===== src/rtl/gf_mult_seq_ctrl.sv =====
// Sequencer for a bit-serial GF(2) multiplier: serialises an operand pair in, pulses enable,
// waits for finish with a timeout, then deserialises the double-width product.
module gf_mult_seq_ctrl #(
    parameter int DATA_WIDTH   = 8,
    parameter int TIMEOUT      = 64,
    parameter int UNLOAD_DELAY = 1
) (
    input  logic                      clk,
    input  logic                      reset,
    input  logic                      op_valid,
    output logic                      op_ready,
    input  logic [DATA_WIDTH-1:0]     op_a,
    input  logic [DATA_WIDTH-1:0]     op_b,
    input  logic                      op_width,
    output logic                      res_valid,
    input  logic                      res_ready,
    output logic [2*DATA_WIDTH-1:0]   res_data,
    output logic                      res_err,
    output logic                      busy,
    output logic                      mul_enable,
    output logic                      mul_width,
    output logic                      mul_in_a,
    output logic                      mul_in_b,
    input  logic                      mul_out,
    input  logic                      mul_finish
);

    localparam int PW      = 2 * DATA_WIDTH;
    localparam int CNT_MAX = (TIMEOUT > PW) ? ((TIMEOUT > UNLOAD_DELAY) ? TIMEOUT : UNLOAD_DELAY)
                                            : ((PW > UNLOAD_DELAY) ? PW : UNLOAD_DELAY);
    localparam int CNT_W   = $clog2(CNT_MAX + 1);

    localparam logic [CNT_W-1:0] LOAD_LAST   = CNT_W'(DATA_WIDTH - 1);
    localparam logic [CNT_W-1:0] WAIT_LAST   = CNT_W'(TIMEOUT);
    localparam logic [CNT_W-1:0] GAP_LAST    = CNT_W'((UNLOAD_DELAY > 0) ? UNLOAD_DELAY - 1 : 0);
    localparam logic [CNT_W-1:0] UNLOAD_LAST = CNT_W'(PW - 1);

    typedef enum logic [2:0] {
        S_IDLE,
        S_LOAD,
        S_START,
        S_WAIT,
        S_GAP,
        S_UNLOAD,
        S_DONE
    } state_t;

    state_t                state;
    state_t                next_state;
    logic [CNT_W-1:0]      cnt;
    logic [DATA_WIDTH-1:0] a_sr;
    logic [DATA_WIDTH-1:0] b_sr;
    logic                  width_q;
    logic [PW-1:0]         prod_sr;

    // NOTE: state is updated with non-blocking assignments so every flop samples pre-edge values.
    always_ff @(posedge clk or posedge reset) begin
        if (reset) begin
            state <= S_IDLE;
        end else begin
            state <= next_state;
        end
    end

    // NOTE: every output gets a default first so no path through the case leaves a latch.
    always_comb begin
        next_state = state;
        op_ready   = 1'b0;
        busy       = 1'b1;
        res_valid  = 1'b0;
        mul_enable = 1'b0;
        mul_in_a   = 1'b0;
        mul_in_b   = 1'b0;
        mul_width  = width_q;
        case (state)
            S_IDLE: begin
                op_ready  = 1'b1;
                busy      = 1'b0;
                mul_width = 1'b0;
                if (op_valid) next_state = S_LOAD;
            end
            S_LOAD: begin
                mul_in_a = a_sr[DATA_WIDTH-1];
                mul_in_b = b_sr[DATA_WIDTH-1];
                if (cnt == LOAD_LAST) next_state = S_START;
            end
            S_START: begin
                mul_enable = 1'b1;
                next_state = S_WAIT;
            end
            S_WAIT: begin
                if (mul_finish)             next_state = (UNLOAD_DELAY == 0) ? S_UNLOAD : S_GAP;
                else if (cnt == WAIT_LAST)  next_state = S_DONE;
            end
            S_GAP: begin
                if (cnt == GAP_LAST) next_state = S_UNLOAD;
            end
            S_UNLOAD: begin
                if (cnt == UNLOAD_LAST) next_state = S_DONE;
            end
            S_DONE: begin
                res_valid = 1'b1;
                if (res_ready) next_state = S_IDLE;
            end
            default: next_state = S_IDLE;
        endcase
    end

    // NOTE: datapath registers are reset too, so res_data reads 0 immediately after reset.
    always_ff @(posedge clk or posedge reset) begin
        if (reset) begin
            cnt      <= '0;
            a_sr     <= '0;
            b_sr     <= '0;
            width_q  <= 1'b0;
            prod_sr  <= '0;
            res_data <= '0;
            res_err  <= 1'b0;
        end else begin
            // The WAIT counter starts at 1 so that reaching TIMEOUT means TIMEOUT cycles waited.
            if (next_state != state) cnt <= (next_state == S_WAIT) ? CNT_W'(1) : '0;
            else                     cnt <= cnt + CNT_W'(1);

            case (state)
                S_IDLE: begin
                    if (op_valid) begin
                        a_sr    <= op_a;
                        b_sr    <= op_b;
                        width_q <= op_width;
                    end
                end
                S_LOAD: begin
                    a_sr <= a_sr << 1;
                    b_sr <= b_sr << 1;
                end
                S_WAIT: begin
                    if (next_state == S_DONE) begin
                        res_data <= '0;
                        res_err  <= 1'b1;
                    end
                end
                S_UNLOAD: begin
                    prod_sr <= {prod_sr[PW-2:0], mul_out};
                    if (next_state == S_DONE) begin
                        res_data <= {prod_sr[PW-2:0], mul_out};
                        res_err  <= 1'b0;
                    end
                end
                S_DONE: begin
                    if (next_state == S_IDLE) res_err <= 1'b0;
                end
                default: ;
            endcase
        end
    end

endmodule

===== config.mk =====
export PLATFORM = sky130hd
export DESIGN_NAME = gf_mult_seq_ctrl
export DESIGN_NICKNAME = d
export VERILOG_FILES = /design/src/rtl/gf_mult_seq_ctrl.sv
export SDC_FILE = /design/constraint.sdc
export NUM_CORES = 1
export LEC_CHECK = 0
export CAP_MARGIN = 15
export CORE_ASPECT_RATIO = 2
export CORE_MARGIN = 2
export CORE_UTILIZATION = 55
export CTS_CLUSTER_DIAMETER = 100
export DETAILED_ROUTE_END_ITERATION = 10
export GPL_ROUTABILITY_DRIVEN = 0
export HOLD_SLACK_MARGIN = 0.03
export PLACE_DENSITY = 0.83
export SLEW_MARGIN = 30
export SYNTH_ARGS = -nofsm -noshare
export SYNTH_HDL_FRONTEND = slang
export SYNTH_SLANG_ARGS = --single-unit

===== constraint.sdc =====
create_clock -name clk -period 5.3 [get_ports clk]
set_clock_uncertainty 0.15 [all_clocks]
set_input_delay 1.06 -clock clk [delete_from_list [all_inputs] [get_ports clk]]
set_output_delay 1.06 -clock clk [all_outputs]
set_load 0.02 [all_outputs]

* Word level (Yosys, flattened, before mapping)
Cells that the tools add are included.
W data, S select, Z words.
** Cells by class
- Add/subtract/negate cells :: 1
- Equal/unequal tests :: 16
- Multiplexer cells :: 28
- Reductions and logical operators :: 10
** Operators by type and width (count)
- $mux W16 :: 2
- $pmux W16 S2 :: 1
- $pmux W8 S2 :: 2
- $mux W3 :: 7
- $pmux W3 S7 :: 1
- $mux W8 :: 2
- $eq A3 B3 Y1 const B :: 4
- $mux W1 :: 11
- $eq A3 B2 Y1 const B :: 3
- $ne A2 B2 Y1 const B :: 4
- $add A7 B1 Y7 const B :: 1
- $eq A7 B3 Y1 const B :: 1
- $eq A7 B4 Y1 const B :: 1
- $eq A7 B7 Y1 const B :: 1
- $logic_not A7 Y1 :: 1
- $mux W7 :: 1
- $logic_not A3 Y1 :: 2
- $reduce_and A2 Y1 :: 2
- $reduce_and A4 Y1 :: 1
- $reduce_bool A2 Y1 :: 2
- $eq A3 B1 Y1 const B :: 1
- $ne A3 B3 Y1 :: 1
- $pmux W1 S3 :: 1
- $reduce_and A3 Y1 :: 1
- $reduce_bool A3 Y1 :: 1
** Storage, ports and cells
- Register bits :: 59
- Input bits :: 23
- Output and inout port bits :: 24

* Longest topological paths before layout
Gate-level depths: netlist of run 1.
- Depth after elaboration :: 7
- Depth in mapped cells :: 8

* Least setup slack after synthesis of run 1
OpenSTA, ideal clock, no wires.
- Path kind :: register to output
- From :: reg state[2]
- To :: out busy
- Data arrival time :: 1.536 ns
- Required time :: 4.090 ns
- Setup slack :: 2.554 ns
- Cell stages (with the launch flop) :: 4
- Cell sequence :: dfrtp_1 > clkbuf_8 > nor3_1 > inv_1
** On the way
- Word-level cells in the longest chain between the ends :: 2
** RTL lines
- start, declared :: line 48 : state_t state;
- start signal, assigned :: line 61 : state <= next_state;
- $logic_not A3 Y1 :: line 75 : case (state)
- $mux W1 :: line 75
- end, declared :: line 19 : output logic busy,
No other way between the ends.

* Worst setup path in the final report of run 1
- From :: reg state[0]
- To :: out mul_in_a
** On the way
- Word-level cells in the longest chain between the ends :: 2
** RTL lines
- $eq A3 B1 Y1 :: line 75
- $mux W1 :: line 75
- end, declared :: line 22 : output logic mul_in_a,
No other way between the ends.

==> impl_metrics.yaml, run 1 <==
timing:
  timing.max_slew.rel_slack_pct: 46.4
  final-hold-violation-count: 0
  finalSetupViolations: 0
  report.final.slew_viol_count: 0
  layout_min_cycle_time_ns: 3.62
  setup_repair_after_global_routing_missed_its_margin: "false"
  timing.final.ws_setup_ns: 1.68
  achievable-frequency_mhz: 276
  min_period_over_period_pct: 68.4
  setup_tns_ns: 0
  tightestPinTransition_ns: 0.803
yosys:
  synth_ff_type: "dfrtp_1"
  mappedNetlistArea_um2: 2540
  syn_area_per_cell_um2: 11.6
  main_combinational_cell_family_by_area_after_synthesis: "compound AO/OA/AOI/OAI gates"
  synth_top_cell_by_area: "dfrtp_1"
  area_fraction_in_and_or_nand_and_nor_cells_after_synthesis_pct: 12.5
  synth_top_area_share_pct: 58.1
  post_synth_fa_ha_maj_area_fraction_pct: 0.984
  mappedNetlistNets: 244
  yosys_warnings: 0
  fraction_of_the_mapped_netlist_area_in_compound_gates_pct: 14.7
  synth.ff_latch_count: 59
  post_synth_xor_area_fraction_pct: 2.07
  syn-instance-count: 219
  ys_async_sr_fraction_pct: 100
  synth-edff-count: 0
  yosysSeqAreaShare_pct: 58.1
  synth.area.mux_share_pct: 7.09
  netlist-cell-type-count: 39
  synth.area.top_cells: "dfrtp_1 58%, mux2_2 7.1%, nor2_1 5.6%"
clock_tree:
  cts-htree-levels: 3
  tritoncts: "done"
  cts_buffers: 9
  post_cts_hold_buffer_count: 0
  clkLatencyLatePin_ns: 0.34
  clock_path_buffers: 2
  sink_count: 59
  cts.reportedPaths.clkPinSlew_ns: 0.07
  gates_resized_cts_repair: 0
  root_driver: "clkbuf_8"
  postCtsSetupRepairBufs: 0
floorplan:
  die_area_um2: 5220
  num_io_pins: 47
  die_h_um: 100
  floorplan.die.width_um: 52.1
  rows: 35
  floorplan.initialDensity_pct: 56.4
  core_area_um2: 4510
layout:
  instances_no_fill: 325
  antenna-diode-count: 0
  area_growth_syn_to_layout_pct: 25.8
  layout-drive-gt1-share_pct: 17.4
  design.final.nets: 290
  fillCellCount: 328
outcome:
  outcome: "completed"
place:
  place_worst_setup_slack_ns: 2.05
  post-dp-hpwl_um: 3480
  place_inst: 309
  port_buffers: 46
worst_setup_path:
  critical-path-max-stage-delay_ns: 0.63
  critPathMaxFanout: 21
  timing.critical_path.cells: "nor2b_1 -> nand2b_1 -> nor2_1 -> clkdlybuf4s50_1"
  setup.reg_to_reg.worst_slack_ns: 2.28
  critPathSlowestCell: "clkdlybuf4s50_1"
  cp.required_ns: 4.09
  worstSetupPathType: "register to output port"
  worstPathArrival_ns: 2.41
  end_kind: "output port"
  worst_setup_path_start_kind: "register"
  path_delay_family: "simple AND/OR/NAND/NOR gates"
  worst-path-buf-inv: 1
grt:
  antenna_found_initial: 0
  grt_util_all_layers_pct: 21.7
  busiest_layer_in_global_routing: "met2"
  met2_usage_pct: 33.5
  globalRoute.totalOverflow: 0
  grt_pass1_vias: 1786
  wire_length_of_the_first_global_routing_pass_um: 8400
  use_met1_pct: 29.0
  fraction_of_met3_tracks_used_by_global_routing_pct: 3.27
  grt_max_degree: 60
routing:
  wire_per_inst_um: 15.5
  vias: 1824
  drc: 0
  number_of_drc_markers_after_the_initial_detailed_route_iteration: 42
  routed_wl_um: 5030
  antenna_left: 0
  drt_first_pass_iters: 4
  route.detailed.vias_per_inst: 5.61
power:
  power.density_nw_per_um2: 535
  cell_leakage_power_nw: 1.43
  ir_drop_mv: 0.382
min_path:
  min_path_type: "register to register"
job:
  drv.max_cap_violation_count: 0
## cell usage in the layout (no fill, tap or decap), types with 2 or more instances in the layout
cell type / n
o21bai_1: 2
xor2_1: 3
a31oi_1: 2
a22o_2: 6
o21ai_0: 3
nor3_1: 3
inv_1: 9
or3_4: 2
ha_1: 2
mux2_2: 16
clkinvlp_4: 2
clkdlybuf4s50_1: 46
clkbuf_8: 9
nor2_1: 38
dfrtp_1: 59
a21oi_1: 3
nand3_1: 6
nor2b_1: 2
o22ai_1: 14
clkinv_4: 2
xnor2_1: 3
nand2_1: 9
a22o_1: 10
## state kept, by name (all words and copies together) (netlist names)
signal	flops
res_data	16
prod_sr	15
a_sr	8
b_sr	8
cnt	7
state	3
res_err	1
width_q	1
## cell families (layout without fill, tap and decap cells)
family                   Yosys count  count (layout)
buffers and inverters             22              73
multiplexers                      16              16
AND/OR/NAND/NOR                   67              67
adder cells (fa/ha/maj)            2               2
AO/OA/AOI/OAI                     47              47
XOR/XNOR                           6               6
flip-flops                        59              59
## cell type report
class	instances	area, um2	area share (%)
Sequential cell	59	1480	46.1
Timing Repair Buffer	47	468	14.6
Tap cell	55	68.8	2.15
Multi-Input combinational cell	138	948	29.6
Clock inverter	7	76.3	2.39
Clock buffer	9	124	3.87
Inverter	10	37.5	1.17
## path summary, 6_finish.rpt
| check | to | cells past startpoint | start |
|---|---|---|---|
| min reg2reg | res_data[6] | 1 | res_data[6] |
| min | res_data[6] | 1 | res_data[6] |
| max | mul_in_a | 4 | state[0] |
| max in group asynchronous | state[0] | 3 | reset |
| min in group asynchronous | prod_sr[4] | 3 | reset |
| max reg2reg | res_data[15] | 5 | state[0] |
## stage by stage
| step | total power, mW | area, um2 | util (%) | hold slack, ns |
|---|---|---|---|---|
| after floorplan | 1.15 | 2540 | - | 0.317 |
| after global placement | 1.27 | 3000 | 66.5 | 0.329 |
| after detailed placement | 1.32 | 3000 | 66.5 | 0.334 |
| after CTS | 1.72 | 3200 | 70.9 | 0.354 |
| after global routing | 1.82 | 3200 | 70.9 | 0.366 |
| final | 1.71 | 3200 | 70.9 | 0.348 |
## power breakdown
| part | internal (mW) | total, mW | switching, mW |
|---|---|---|---|
| sequential | 0.595 | 0.707 | 0.111 |
| combinational | 0.284 | 0.606 | 0.323 |
| clock | 0.219 | 0.399 | 0.180 |
## synth_stat cells, types with 2 or more instances
library cell,instances
mux2_2,16
nor3_1,3
o21ai_0,3
nand3_1,6
o21bai_1,2
nand2_1,9
xor2_1,3
ha_1,2
a22o_1,10
xnor2_1,3
dfrtp_1,59
a22o_2,6
o22ai_1,14
clkbuf_1,5
a21oi_1,3
a31oi_1,2
or3_4,2
inv_1,10
buf_6,3
nor2_1,38
nor2b_1,2
## per-layer routing
layer,wire length [um],share of wire [%]
met5,0,0
met4,111,2.2
met2,2520,50
met3,199,4.0
met1,2200,44
Note: power is estimated with default switching activity, not from simulation.
==> run 2, diff against run 1 <==
Settings changed: CORE_UTILIZATION 55 to 51, PLACE_DENSITY 0.83 to 0.78.
Clock period 5.3 ns to 3.61 ns, I/O delays scaled along.
==> run 2 against run 1 <==
Against the previous run:
- total power rose by 53%
- worst setup slack got worse by 1.1 ns
- global-route usage fell by 2.2 points
- final cell count rose by 2.2%
==> impl_metrics.yaml, run 2 (synthesis gave the netlist of run 1 again) <==
outcome:
  outcome: "completed"
worst_setup_path:
  critPathMaxFanout: 11
  worstPathArrival_ns: 2.16
  r2r_start: "state[0]"
  r2r.worst_path.cells: 7
  reg2reg_to: "res_data[10]"
  worst_setup_path_start_kind: "register"
  end_kind: "output port"
  setup.reg_to_reg.worst_slack_ns: 1.29
  worstSetupPathType: "register to output port"
  cp.required_ns: 2.74
place:
  place_worst_setup_slack_ns: 0.926
  place_inst: 316
  port_buffers: 46
  post-dp-hpwl_um: 3600
power:
  ir_drop_mv: 0.520
  switching_share_pct: 33.7
  cellInternalPower_mw: 1.74
  power.sequential.fraction_pct: 39.5
  finalPower_mw: 2.62
  power.share.clock_pct: 25.8
  power.switching_mw: 0.883
  power.combinational.fraction_pct: 34.6
  cell_leakage_power_nw: 1.47
  power.density_nw_per_um2: 802
grt:
  grt_util_all_layers_pct: 19.6
  wire_length_of_the_first_global_routing_pass_um: 7840
  grt_max_degree: 22
  globalRoute.totalOverflow: 0
  antenna_found_initial: 0
  grt_pass1_vias: 1752
timing:
  min_period_over_period_pct: 83.9
  setup_tns_ns: 0
  timing.final.ws_setup_ns: 0.580
  layout_min_cycle_time_ns: 3.03
  setup_repair_after_global_routing_missed_its_margin: "false"
  achievable-frequency_mhz: 330
  report.final.slew_viol_count: 0
  finalSetupViolations: 0
  final-hold-violation-count: 0
  tightestPinTransition_ns: 0.564
  timing.max_slew.rel_slack_pct: 62.1
clock_tree:
  postCtsSetupRepairBufs: 0
  cts_buffers: 9
  sink_count: 59
  cts-htree-levels: 3
  post_cts_hold_buffer_count: 0
  cts.reportedPaths.clkPinSlew_ns: 0.06
  tritoncts: "done"
  root_driver: "clkbuf_8"
  clock_path_buffers: 2
  gates_resized_cts_repair: 0
  clkLatencyLatePin_ns: 0.33
floorplan:
  floorplan.initialDensity_pct: 52.8
  rows: 36
  num_io_pins: 47
  core_area_um2: 4820
  die_area_um2: 5600
  die_h_um: 104
  floorplan.die.width_um: 53.9
min_path:
  hold-path-endpoint: "b_sr[6]"
  hold_depth: 2
  timing.hold.worst.start: "b_sr[6]"
  min_path_type: "register to register"
layout:
  most-common-layout-cells: "59 x dfrtp_1, 46 x clkdlybuf4s50_1, 38 x nor2_1"
  registers.top_by_ff_count: "res_data"
  fillCellCount: 378
  design.final.nets: 295
  layout_commonest_cell: "dfrtp_1"
  largest_register_ffs: 16
  layout-drive-gt1-share_pct: 18.5
  final_core_utilization_pct: 67.8
  antenna-diode-count: 0
  layout_top_registers: "res_data: 16 flops, prod_sr: 15 flops"
  instances_no_fill: 332
  area_growth_syn_to_layout_pct: 28.5
routing:
  wire_per_inst_um: 15.2
  antenna_left: 0
  vias: 1813
  met2_wirelength_um: 2760
  number_of_drc_markers_after_the_initial_detailed_route_iteration: 22
  top_layer: "met4"
  route.detailed.vias_per_inst: 5.46
  drt-met1-wl_um: 2040
  routed_wl_um: 5030
  wl_met3_um: 162
  drt_first_pass_iters: 4
  drc: 0
job:
  drv.max_cap_violation_count: 0
run 2: changes by cell type in the layout (fill, tap and decap cells not counted):
cell	previous run	this run
clkbuf_1	0	1
inv_6	1	0
buf_4	1	6
bufinv_16	1	2
clkinv_4	2	0
clkbuf_8	9	11
clkinvlp_4	2	1
run 2: per-layer routing:
layer	GRT usage, %	up-vias
li1	-	878
met1	20.8	897
met2	32.8	32
met3	7.04	6
met4	8.79	0
met5	0	-
run 2: worst max-delay path by stage:
stage / start / to / slack [ns] / cells past startpoint
floorplan: state[2] / busy / 1.20 / 3
global placement: state[0] / mul_in_a / 0.99 / 4
detailed placement: state[0] / mul_in_a / 0.93 / 4
CTS: state[0] / mul_in_a / 0.54 / 4
global route: state[0] / mul_in_a / 0.39 / 4
finish: state[0] / mul_in_a / 0.58 / 4
run 2: area by class of cell:
class	instances	area, um2	area share [%]
sequential	59	1480	45.2
multi-input combinational	138	948	29.0
timing repair buffer	52	505	15.5
clock buffer	12	155	4.75
clock inverter	4	72.6	2.22
tap	57	71.3	2.18
inverter	10	37.5	1.15
run 2: through the flow:
step                      hold WS [ns]  instance area [um2]
after floorplan                  0.317                 2540
after global placement           0.334                 3040
after detailed placement         0.337                 3040
after CTS                        0.357                 3270
after global routing             0.370                 3270
final                            0.349                 3270
run 2: critical path, stage by stage (launching register included):
cell and delay, ns:
dfrtp_1 0.48, nor2b_1 0.28, nand2b_1 0.29, nor2_1 0.17, clkdlybuf4s50_1 0.61
run 2: power by group through the flow:
stage / Sequential (mW) / Combinational (mW) / Clock (mW)
CTS: 1.04 / 0.920 / 0.692
global placement: 1.03 / 0.885 / 0
finish: 1.04 / 0.907 / 0.676
global route: 1.06 / 0.990 / 0.721
detailed placement: 1.05 / 0.916 / 0
floorplan: 0.997 / 0.693 / 0
==> run 3, diff against run 2 <==
Clock period 3.61 ns to 3.12 ns, I/O delays scaled along.
==> run 3 against run 2 <==
Against the previous run:
- largest power group unchanged
- via count increased by 0.83%
- die area unchanged
- global-route usage up 1.5 points
- worst setup slack lost 0.31 ns
- highest routed layer unchanged
- critical endpoint unchanged
==> impl_metrics.yaml, run 3 (synthesis gave the netlist of run 1 again) <==
clock_tree:
  post_cts_hold_buffer_count: 0
  cts_buffers: 9
  cts-htree-levels: 3
  gates_resized_cts_repair: 0
  tritoncts: "done"
  postCtsSetupRepairBufs: 0
  clkLatencyLatePin_ns: 0.33
  clock_path_buffers: 2
  root_driver: "clkbuf_8"
  cts.reportedPaths.clkPinSlew_ns: 0.06
  sink_count: 59
floorplan:
  die_area_um2: 5600
  floorplan.initialDensity_pct: 52.8
  num_io_pins: 47
  rows: 36
  core_area_um2: 4820
  die_h_um: 104
  floorplan.die.width_um: 53.9
power:
  ir_drop_mv: 0.751
  cell_leakage_power_nw: 1.49
  power.density_nw_per_um2: 958
  power.combinational.fraction_pct: 33.7
  switching_share_pct: 32.1
  power.sequential.fraction_pct: 37.7
  power.switching_mw: 1.02
  power.share.clock_pct: 28.7
  cellInternalPower_mw: 2.16
layout:
  layout-drive-gt1-share_pct: 18.6
  design.final.nets: 295
  final_core_utilization_pct: 68.8
  registers.top_by_ff_count: "res_data"
  layout_top_registers: "res_data: 16 flops, prod_sr: 15 flops"
  most-common-layout-cells: "59 x dfrtp_1, 46 x clkdlybuf4s50_1, 38 x nor2_1"
  seqCellArea_um2: 1480
  layout_commonest_cell: "dfrtp_1"
  area_growth_syn_to_layout_pct: 30.4
  multi_input_comb_area_um2: 948
  antenna-diode-count: 0
  largest_register_ffs: 16
  fillCellCount: 351
worst_setup_path:
  worst_setup_path_start_kind: "register"
  setup.reg_to_reg.worst_slack_ns: 0.77
  worstPathArrival_ns: 2.08
  end_kind: "output port"
  critPathMaxFanout: 9
  worstSetupPathType: "register to output port"
  cp.required_ns: 2.35
timing:
  report.final.slew_viol_count: 0
  finalSetupViolations: 0
  setup_tns_ns: 0
  min_period_over_period_pct: 91.4
  setup_repair_after_global_routing_missed_its_margin: "false"
  tightestPinTransition_ns: 0.626
  layout_min_cycle_time_ns: 2.85
  final-hold-violation-count: 0
  timing.max_slew.rel_slack_pct: 58.2
  achievable-frequency_mhz: 351
routing:
  route.detailed.vias_per_inst: 5.52
  vias: 1828
  drc: 0
  routed_wl_um: 5160
  number_of_drc_markers_after_the_initial_detailed_route_iteration: 15
  drt_first_pass_iters: 4
  wire_per_inst_um: 15.6
  antenna_left: 0
grt:
  grt_max_degree: 31
  antenna_found_initial: 0
  wire_length_of_the_first_global_routing_pass_um: 8580
  grt_pass1_vias: 1854
  grt_util_all_layers_pct: 21.0
  globalRoute.totalOverflow: 0
outcome:
  outcome: "completed"
place:
  post-dp-hpwl_um: 3560
  port_buffers: 46
min_path:
  min_path_type: "register to register"
job:
  drv.max_cap_violation_count: 0
## run 3: changes by cell type in the layout (fill, tap and decap cells not counted), sizes merged
cell	before	now
bufinv	2	4
clkbuf	12	10
clkinvlp	1	0
## run 3: area by class of cell
class | count | share of cell area [%]
well taps | 57 | 2.15
multi-input cells | 138 | 28.6
inverters | 10 | 1.13
flip-flops and latches | 59 | 44.5
clock buffers | 10 | 4.15
clock inverters | 5 | 3.78
repair buffers | 52 | 15.6
## run 3: power groups by stage
stage / clock network (mW) / registers (mW) / logic, mW
finish: 0.910 / 1.20 / 1.07
global route: 0.957 / 1.23 / 1.18
CTS: 0.925 / 1.19 / 1.08
detailed placement: 0 / 1.21 / 1.07
global placement: 0 / 1.19 / 1.04
floorplan: 0 / 1.15 / 0.802
## run 3: metal layers
layer / wire [um] / global-route usage [%]
met5: 0 / 0
met4: 101 / 10.4
met3: 217 / 5.32
met2: 2710 / 32.8
met1: 2130 / 26.0
## run 3: worst max-delay path: stages (launching register included)
cell	delay, ns
dfrtp_1	0.47
nor2b_1	0.29
nand2b_1	0.13
buf_4	0.18
nor2_1	0.08
clkdlybuf4s50_1	0.60
## run 3: through the flow
step,instance area (um2),power [mW],std cells,hold WS [ns],setup slack [ns]
3_3_place_gp,3050,2.24,316,0.330,0.662
5_1_grt,3310,3.36,331,0.366,0.0829
3_5_place_dp,3050,2.28,316,0.335,0.615
2_1_floorplan,2540,1.96,219,0.317,0.810
4_1_cts,3310,3.20,331,0.353,0.251
6_report,3310,3.17,331,0.351,0.269
## run 3: path summary, 6_finish.rpt
kind / from / cells after the start / endpoint
worst min register to register: a_sr[6] / 2 / a_sr[6]
min in group asynchronous: reset / 2 / res_data[15]
max in group asynchronous: reset / 3 / b_sr[1]
worst max register to register: state[0] / 7 / res_data[9]
worst min-delay path: a_sr[6] / 2 / a_sr[6]
worst max-delay path: state[0] / 5 / mul_in_a
